[src/rtl/pong_pkg.sv]
// pong_pkg: shared definitions for the pong input front-end.
//   ST_00/ST_01/ST_11/ST_10 : encoder AB states, packed as {B, A}, so bit 0 is channel A
//   dir_e                   : direction result of one decoded transition
//   DEFAULT_DEBOUNCE_CYCLES : default debounce length used by the input blocks
//   step_dir()              : maps a single-bit transition to a direction, x1 or x4
package pong_pkg;

    localparam logic [1:0] ST_00 = 2'b00;
    localparam logic [1:0] ST_01 = 2'b01;
    localparam logic [1:0] ST_11 = 2'b11;
    localparam logic [1:0] ST_10 = 2'b10;

    typedef enum logic [1:0] {
        DIR_NONE = 2'd0,
        DIR_UP   = 2'd1,
        DIR_DOWN = 2'd2
    } dir_e;

    localparam int DEFAULT_DEBOUNCE_CYCLES = 16;

    // Clockwise order is 00->01->11->10->00. In x1 mode only the step back
    // into 00 counts, so one full detent cycle gives exactly one pulse.
    function automatic dir_e step_dir(input logic [1:0] prev_ab,
                                      input logic [1:0] cur_ab,
                                      input logic       x4);
        dir_e d;
        d = DIR_NONE;
        case ({prev_ab, cur_ab})
            {ST_00, ST_01}, {ST_01, ST_11}, {ST_11, ST_10}: d = x4 ? DIR_UP : DIR_NONE;
            {ST_10, ST_00}:                                 d = DIR_UP;
            {ST_00, ST_10}, {ST_10, ST_11}, {ST_11, ST_01}: d = x4 ? DIR_DOWN : DIR_NONE;
            {ST_01, ST_00}:                                 d = DIR_DOWN;
            default:                                        d = DIR_NONE;
        endcase
        return d;
    endfunction

endpackage

[src/rtl/input_debounce.sv]
// input_debounce: synchroniser plus debounce filter for one encoder channel.
//   clk        in  system clock
//   reset      in  asynchronous active-high reset
//   pin        in  raw asynchronous pad level
//   prime      in  load stable directly from the synchroniser output (one cycle)
//   en         in  debounce filter running (after priming)
//   sync_level out synchroniser output, used by the parent for its own priming load
//   stable     out debounced level
module input_debounce
    import pong_pkg::*;
#(
    parameter int SYNC_STAGES     = 2,
    parameter int DEBOUNCE_CYCLES = DEFAULT_DEBOUNCE_CYCLES
) (
    input  logic clk,
    input  logic reset,
    input  logic pin,
    input  logic prime,
    input  logic en,
    output logic sync_level,
    output logic stable
);

    localparam int              CNT_W    = (DEBOUNCE_CYCLES > 1) ? $clog2(DEBOUNCE_CYCLES) : 1;
    localparam logic [CNT_W-1:0] CNT_LAST = CNT_W'(DEBOUNCE_CYCLES - 1);

    logic [SYNC_STAGES-1:0] sync_q, sync_d;
    logic                   stable_q, stable_d;
    logic [CNT_W-1:0]       cnt_q, cnt_d;

    assign sync_level = sync_q[SYNC_STAGES-1];
    assign stable     = stable_q;

    always_comb begin
        sync_d   = {sync_q[SYNC_STAGES-2:0], pin};
        stable_d = stable_q;
        cnt_d    = cnt_q;
        if (prime) begin
            stable_d = sync_level;
            cnt_d    = '0;
        end else if (en) begin
            if (sync_level != stable_q) begin
                // Accept only once the mismatch has been seen on DEBOUNCE_CYCLES
                // consecutive edges; any agreeing cycle in between restarts the count.
                if (cnt_q == CNT_LAST) begin
                    stable_d = sync_level;
                    cnt_d    = '0;
                end else begin
                    cnt_d = cnt_q + 1'b1;
                end
            end else begin
                cnt_d = '0;
            end
        end
    end

    always_ff @(posedge clk or posedge reset) begin
        if (reset) begin
            sync_q   <= '0;
            stable_q <= 1'b0;
            cnt_q    <= '0;
        end else begin
            sync_q   <= sync_d;
            stable_q <= stable_d;
            cnt_q    <= cnt_d;
        end
    end

endmodule

[src/rtl/quad_encoder_input.sv]
// quad_encoder_input: one player's rotary-encoder front-end for the pong core.
// Synchronises and debounces channels A and B, decodes the Gray sequence into
// single-cycle up/down pulses, keeps a wrapping position and flags double-bit jumps.
//   clk    in  system clock
//   reset  in  asynchronous active-high reset
//   enc_a  in  raw encoder channel A
//   enc_b  in  raw encoder channel B
//   up     out one-cycle pulse per clockwise step
//   down   out one-cycle pulse per counter-clockwise step
//   err    out one-cycle pulse when A and B change in the same accepted update
//   pos    out wrapping position count (+1 on up, -1 on down)
// Build option: define QUAD_X4_EN to count every single-bit transition (4 per
// detent cycle); undefined, only 10->00 (up) and 01->00 (down) count.
module quad_encoder_input
    import pong_pkg::*;
#(
    parameter int SYNC_STAGES     = 2,
    parameter int DEBOUNCE_CYCLES = DEFAULT_DEBOUNCE_CYCLES,
    parameter int POS_WIDTH       = 8
) (
    input  logic                 clk,
    input  logic                 reset,
    input  logic                 enc_a,
    input  logic                 enc_b,
    output logic                 up,
    output logic                 down,
    output logic                 err,
    output logic [POS_WIDTH-1:0] pos
);

`ifdef QUAD_X4_EN
    localparam logic X4_MODE = 1'b1;
`else
    localparam logic X4_MODE = 1'b0;
`endif

    localparam int               PRIME_W    = $clog2(SYNC_STAGES + 1);
    localparam logic [PRIME_W-1:0] PRIME_LAST = PRIME_W'(SYNC_STAGES);

    logic [PRIME_W-1:0]   prime_cnt_q, prime_cnt_d;
    logic                 primed_q, primed_d;
    logic                 prime;
    logic [1:0]           prev_q, prev_d;
    logic                 up_q, up_d;
    logic                 down_q, down_d;
    logic                 err_q, err_d;
    logic [POS_WIDTH-1:0] pos_q, pos_d;

    logic                 a_sync, b_sync;
    logic                 a_stable, b_stable;
    logic [1:0]           stable_ab;
    dir_e                 dir;

    input_debounce #(
        .SYNC_STAGES    (SYNC_STAGES),
        .DEBOUNCE_CYCLES(DEBOUNCE_CYCLES)
    ) u_deb_a (
        .clk       (clk),
        .reset     (reset),
        .pin       (enc_a),
        .prime     (prime),
        .en        (primed_q),
        .sync_level(a_sync),
        .stable    (a_stable)
    );

    input_debounce #(
        .SYNC_STAGES    (SYNC_STAGES),
        .DEBOUNCE_CYCLES(DEBOUNCE_CYCLES)
    ) u_deb_b (
        .clk       (clk),
        .reset     (reset),
        .pin       (enc_b),
        .prime     (prime),
        .en        (primed_q),
        .sync_level(b_sync),
        .stable    (b_stable)
    );

    assign stable_ab = {b_stable, a_stable};

    // Wait until the synchronisers hold real pin levels, then adopt them as
    // both the stable and previous state so the initial pin position is silent.
    always_comb begin
        prime       = 1'b0;
        prime_cnt_d = prime_cnt_q;
        primed_d    = primed_q;
        if (!primed_q) begin
            if (prime_cnt_q == PRIME_LAST) begin
                prime    = 1'b1;
                primed_d = 1'b1;
            end else begin
                prime_cnt_d = prime_cnt_q + 1'b1;
            end
        end
    end

    always_comb begin
        prev_d = prev_q;
        up_d   = 1'b0;
        down_d = 1'b0;
        err_d  = 1'b0;
        pos_d  = pos_q;
        dir    = DIR_NONE;
        if (prime) begin
            prev_d = {b_sync, a_sync};
        end else if (primed_q) begin
            prev_d = stable_ab;
            // Both channels accepted on the same edge: direction is unknowable.
            if ((prev_q ^ stable_ab) == 2'b11) begin
                err_d = 1'b1;
            end else begin
                dir = step_dir(prev_q, stable_ab, X4_MODE);
                case (dir)
                    DIR_UP: begin
                        up_d  = 1'b1;
                        pos_d = pos_q + 1'b1;
                    end
                    DIR_DOWN: begin
                        down_d = 1'b1;
                        pos_d  = pos_q - 1'b1;
                    end
                    default: ;
                endcase
            end
        end
    end

    always_ff @(posedge clk or posedge reset) begin
        if (reset) begin
            prime_cnt_q <= '0;
            primed_q    <= 1'b0;
            prev_q      <= 2'b00;
            up_q        <= 1'b0;
            down_q      <= 1'b0;
            err_q       <= 1'b0;
            pos_q       <= '0;
        end else begin
            prime_cnt_q <= prime_cnt_d;
            primed_q    <= primed_d;
            prev_q      <= prev_d;
            up_q        <= up_d;
            down_q      <= down_d;
            err_q       <= err_d;
            pos_q       <= pos_d;
        end
    end

    assign up   = up_q;
    assign down = down_q;
    assign err  = err_q;
    assign pos  = pos_q;

endmodule

[config.mk]
export PLATFORM = sky130hd
export DESIGN_NAME = quad_encoder_input
export DESIGN_NICKNAME = d
export VERILOG_FILES = /design/src/rtl/pong_pkg.sv /design/src/rtl/input_debounce.sv /design/src/rtl/quad_encoder_input.sv
export SDC_FILE = /design/constraint.sdc
export NUM_CORES = 1
export LEC_CHECK = 0
export BUFFER_PORTS_ARGS = -buffer_cell sky130_fd_sc_hd__buf_4
export CAP_MARGIN = 20
export CORE_AREA = 2 2 73 54
export DETAILED_ROUTE_END_ITERATION = 8
export DIE_AREA = 0 0 75 56
export GPL_ROUTABILITY_DRIVEN = 0
export PLACE_DENSITY_LB_ADDON = 0.1
export SETUP_SLACK_MARGIN = 0.5
export SYNTH_ARGS = -nofsm -noshare
export SYNTH_HDL_FRONTEND = slang
export SYNTH_HIERARCHICAL = 1
export SYNTH_SLANG_ARGS = --single-unit
[constraint.sdc]
create_clock -name clk -period 2.7 [get_ports clk]
set_input_delay 0 -clock clk [delete_from_list [all_inputs] [get_ports clk]]
set_output_delay 0 -clock clk [all_outputs]
set_load 0.1 [all_outputs]
; After elaboration in Yosys (flattened, before gate mapping)
; Memories as Yosys holds them, arrays and structs flattened.
; Cells that the tools add are included.
[word_totals]
romBits = 32
reg_bits = 30
n_memories = 1
in_bits = 4
[classes]
n_reduce_logical = 10
addsub = 5
n_eq_ne = 8
n_mux = 36
bitwise_logic = 5
[mem_list]
columns = memory, words, word_bits, rd, rd_ports_with_merged_regs, wr, line
row1 = (name not given), 16, 2, 1, 0, 0, pong_pkg.sv:28  ; case ({prev_ab, cur_ab})
[ops]
columns = cell, count
row1 = $mux 4, 8
row2 = $mux 1, 22
row3 = $pmux 8 s2, 1
row4 = $reduce_bool 2->1, 6
row5 = $mux 2, 5
row6 = $add 4x1->4 const B, 2
row7 = $add 8x1->8 const B, 1
row8 = $eq 4x4->1 const B, 2
row9 = $sub 8x1->8 const B, 1
row10 = $eq 2x2->1 const B, 3
row11 = $reduce_and 3->1, 2
row12 = $not 1->1, 4
row13 = $reduce_and 4->1, 1
row14 = $add 2x1->2 const B, 1
row15 = $eq 2x1->1 const B, 1
row16 = $ne 1x1->1, 2
row17 = $reduce_and 2->1, 1
row18 = $xor 2x2->2, 1

; Longest topological paths before layout
[depth]
depth_word = 10
depth_mapped = 8
ltp_nobuf = 7

; By module
; The synthesis kept the hierarchy.
[modules_own_cells]
columns = module, cells_each, seq_area_each_um2, n_inst, area_each_um2
row1 = quad_encoder_input, 80, 400.4, 1, 832.0
row2 = input_debounce, 30, 175.2, 2, 344.1

; Worst setup path after synthesis
; OpenSTA, ideal clock, no wires.
[synth_timing]
path_kind = register to register
start = reg u_deb_b.stable_q (netlist: u_deb_b/stable)
end = reg pos_q[2] (netlist: pos[2])
t_arrival_ns = 2.082
required_time_ns = 2.535
stages_incl_launch_ff = 8
slack_ns = 0.453
setup_ns = 0.165
cell_sequence = dfrtp_1 > or4b_1 > buf_2 > xnor2_1 > ha_1 > or3_1 > a21oi_2 > xor2_1
[synth_via]
elab_chain_len = 7
[synth_lines]
columns = item, line
row1 = "start, declared", input_debounce.sv:28  ; logic stable_q, stable_d;
row2 = "start signal, assigned", input_debounce.sv:64  ; stable_q <= stable_d;
row3 = $mem_v2 16x2, n/a
row4 = $mux 2, quad_encoder_input.sv:110  ; if ((prev_q ^ stable_ab) == 2'b11) begin
row5 = $mux 2, quad_encoder_input.sv:107  ; end else if (primed_q) begin
row6 = $mux 2, quad_encoder_input.sv:105  ; if (prime) begin
row7 = $eq 2x2->1 or $eq 2x1->1 (tied branches), quad_encoder_input.sv:114  ; case (dir)
row8 = $reduce_bool 2->1 (no line), n/a
row9 = $reduce_and 4->1 (no line), n/a
row10 = "end signal, assigned", quad_encoder_input.sv:145  ; pos_q <= pos_d;
row11 = "end, declared", quad_encoder_input.sv:47  ; logic [POS_WIDTH-1:0] pos_q, pos_d;
; Parallel ways exist; a longest one is shown, timed or not. The select of a mux whose other input is x is not followed.
; A chain may end at the register's enable or synchronous reset.

; Final worst setup path
; Ends and elaborated chain as after synthesis.

==> flow_summary.ini <==
[floorplanning]
rows = 18
ios = 15
dieArea_sq_um = 4200
start_util_pct = 44.1
core-area_sq_um = 3450
die_w_um = 75
die_h_um = 56

[worst_hold_path]
hp-class = primary input to async pin

[global_routing]
grt_pass1_wl_um = 5020
grt_max_degree = 19
grt_util_all_layers_pct = 15.9
grt_overflow_total = 0
antenna_found_initial = 0
first_global_vias = 1060

[worst_setup_path]
worst_setup_path_start_kind = flip-flop
critPathMaxStageDelay_ps = 560
path_max_fanout = 6
crit_slowest_cell = or4b_4
cp.arrival_ps = 2300
critPathCaptureType = flip-flop
criticalPathCategory = flip-flop to flip-flop
crit_path_cell_trace = or4b_4 > xnor2_1 > ha_2 > or3_1 > a21oi_2 > xor2_1
crit_required_ps = 2890

[synthesis]
synthAdderAreaFrac_pct = 3.29
synth_edf_count = 0
synth_common_cells = dfrtp_1 (30), a21oi_1 (11), nand3_1 (11)
ys_ff_latch = 30
syn_area_sq_um = 1520
avgSynthCellArea_sq_um = 10.9
synthXorXnorAreaFrac_pct = 9.05
synth_compound_area_share_pct = 10.5
synthFlopType = dfrtp_1
synth_seq_area_share_pct = 49.4
synth-simple-area-share_pct = 21.2
yosysTopAreaCellShare_pct = 49.4
netlist_instances = 140
synthMuxAreaShare_pct = 3.54
yosysWarningCount = 6
synth.distinct_cells = 35
synth_top_family_by_area = simple AND/OR/NAND/NOR gates
syn_nets = 148
synth_largest_area_cell = dfrtp_1
synth.area.top_cells = dfrtp_1 (49%), xor2_1 (5.2%), a21oi_1 (3.6%), nand3_1 (3.6%), nand4b_1 (3.5%)
synth_most_common_cell = dfrtp_1
synthArstFlopShare_pct = 100

[placement]
dpl.cell_count = 203
dp_hpwl_um = 2130
portBuffers = 14

[final_layout]
fill_cells = 296
ff_latch_area_sq_um = 754
drive_above_1_share_pct = 27.1
finalNetCount = 177
area_growth_pct = 22.8
fin_cells = 220
multi_input_area_sq_um = 731
diodes = 0
final_core_util_pct = 54.2

[power]
sw_frac_of_total_pct = 46.4
p_int_mw = 0.901
vdd_ir_drop_max_v = 0.00108
cellPowerDensity_nw_per_um2 = 900
p_sw_mw = 0.779
power_frac_comb_pct = 40.3
total_power_mw = 1.68
pwr-share-clk_pct = 21.5
p_leak_nw = 0.816
seqPwrFrac_pct = 38.2

[clock_network]
clkTransAtPathRegs_ps = 70
cts_root_buf = clkbuf_8
cts_buffer_depth = 2
htreeDepth = 2
cts_tree = done
cts.sinks = 30
insertion_delay_ps = 270
numCtsBuffers = 5

[routing]
drt_iter0_markers = 94
post-route-drc-count = 0
antenna_left = 0
vias = 1180
avgRoutedWirePerCell_um = 13.7
first_pass_iters = 4
routed_wl_um = 3010
viasPerCell = 5.36

[timing]
finalCriticalPeriod_ps = 2110
holdWs_ps = 223
finClkSkew_ps = 8.15
tns_ps = 0
worstMarginPinSlew_ps = 609
setup_violations = 0
finalCritPeriodShare_pct = 78.2
slew_headroom_pct = 59.3
max_freq_mhz = 473
hold_viol = 0
drv_slew = 0
rsz0062_at_grt = no

[job]
max_cap_viol_count = 0

[status]
status = completed
-- worst max-delay path, delay by kind of cell, from the launching register on --
family	cells	cell delay, ps
xor+xnor	2	300
simple gates	2	930
flops	1	440
compound gates	1	150
fa+ha+maj	1	210
-- final timing paths --
check                                            start                            to  slack [ps]  cells after the start
hold / removal                                   reset  u_deb_a/cnt_q[1]$_DFFE_PP0P_         220                      3
setup reg to reg            u_deb_b/stable$_DFFE_PP0P_            pos[2]$_DFFE_PP0P_         590                      6
setup / recovery            u_deb_b/stable$_DFFE_PP0P_            pos[2]$_DFFE_PP0P_         590                      6
min in group clk           u_deb_b/sync_q[0]$_DFF_PP0_   u_deb_b/sync_q[1]$_DFF_PP0_         350                      0
hold reg to reg            u_deb_b/sync_q[0]$_DFF_PP0_   u_deb_b/sync_q[1]$_DFF_PP0_         350                      0
max in group asynchronous                        reset         prev_q[1]$_DFFE_PP0P_        1890                      3
-- sequential cells by signal, summed over array words and instances (netlist names), 2 cells and up --
signal          flops
u_deb_a/sync_q      2
u_deb_b/sync_q      2
pos                 8
prev_q              2
prime_cnt_q         2
u_deb_b/cnt_q       4
u_deb_a/cnt_q       4
-- final cells by class --
cell class	count	share of cell area [%]
clock buffer	8	4.83
inverter	7	1.41
multi-input combinational	99	39.1
sequential	30	40.4
tap	50	3.35
timing repair buffer	26	10.9
-- cell families (layout without fill, tap and decap cells) --
family | Yosys count | in the layout
simple gates | 53 | 53
flops | 30 | 30
compound gates | 23 | 23
xor+xnor | 14 | 14
buf+inv | 11 | 41
mux | 5 | 5
fa+ha+maj | 4 | 4
-- placed cells by master, fill, tap and decap left out, types with 2 or more instances in the layout --
cell type      count
a2111oi_2          2
a21oi_1           11
a31oi_1            2
a41oi_1            4
and4_1             2
buf_4             23
clkbuf_1           2
clkbuf_8           6
dfrtp_1           27
dfrtp_2            3
dlygate4sd3_1      3
ha_1               3
inv_1              5
inv_2              2
mux2_2             3
mux2i_1            2
nand2_1            4
nand2b_1           6
nand3_1           11
nand3b_1           3
nand4_1            3
nand4b_1           6
nor2_1             9
o21ai_0            2
xnor2_1            3
xor2_1             9
xor2_2             2
-- per-layer routing --
metal / up-vias / track usage, % / share of wire, %
met5: - / 0 / 0
met4: 0 / 3.83 / 0.33
met3: 2 / 7.97 / 7.4
met2: 38 / 20.4 / 41
met1: 569 / 23.5 / 51
li1: 571 / - / -
-- power groups by stage --
stage	Sequential [mW]	Clock [mW]	Combinational [mW]
6_report	0.642	0.361	0.677
5_1_grt	0.660	0.394	0.708
4_1_cts	0.641	0.374	0.673
3_5_place_dp	0.647	0	0.669
3_3_place_gp	0.643	0	0.664
2_1_floorplan	0.986	0	0.170
-- repair_timing --
item / 4_1_cts / 5_1_grt
hold endpoints to repair: 32 / 0
buffers inserted: 0 / 6
cloned: 0 / 0
gates resized for setup: 1 / 1
hold buffers: 3 / 0
endpoints found under the setup margin: 1 / 1
pin swaps: 0 / 1
-- stage by stage --
stage | instance area [sq um] | setup WS [ps]
2_1_floorplan | 1530 | 511
3_3_place_gp | 1700 | 491
3_5_place_dp | 1700 | 431
4_1_cts | 1820 | 516
5_1_grt | 1870 | 501
6_report | 1870 | 588
Power figures use the tool's default switching activity.
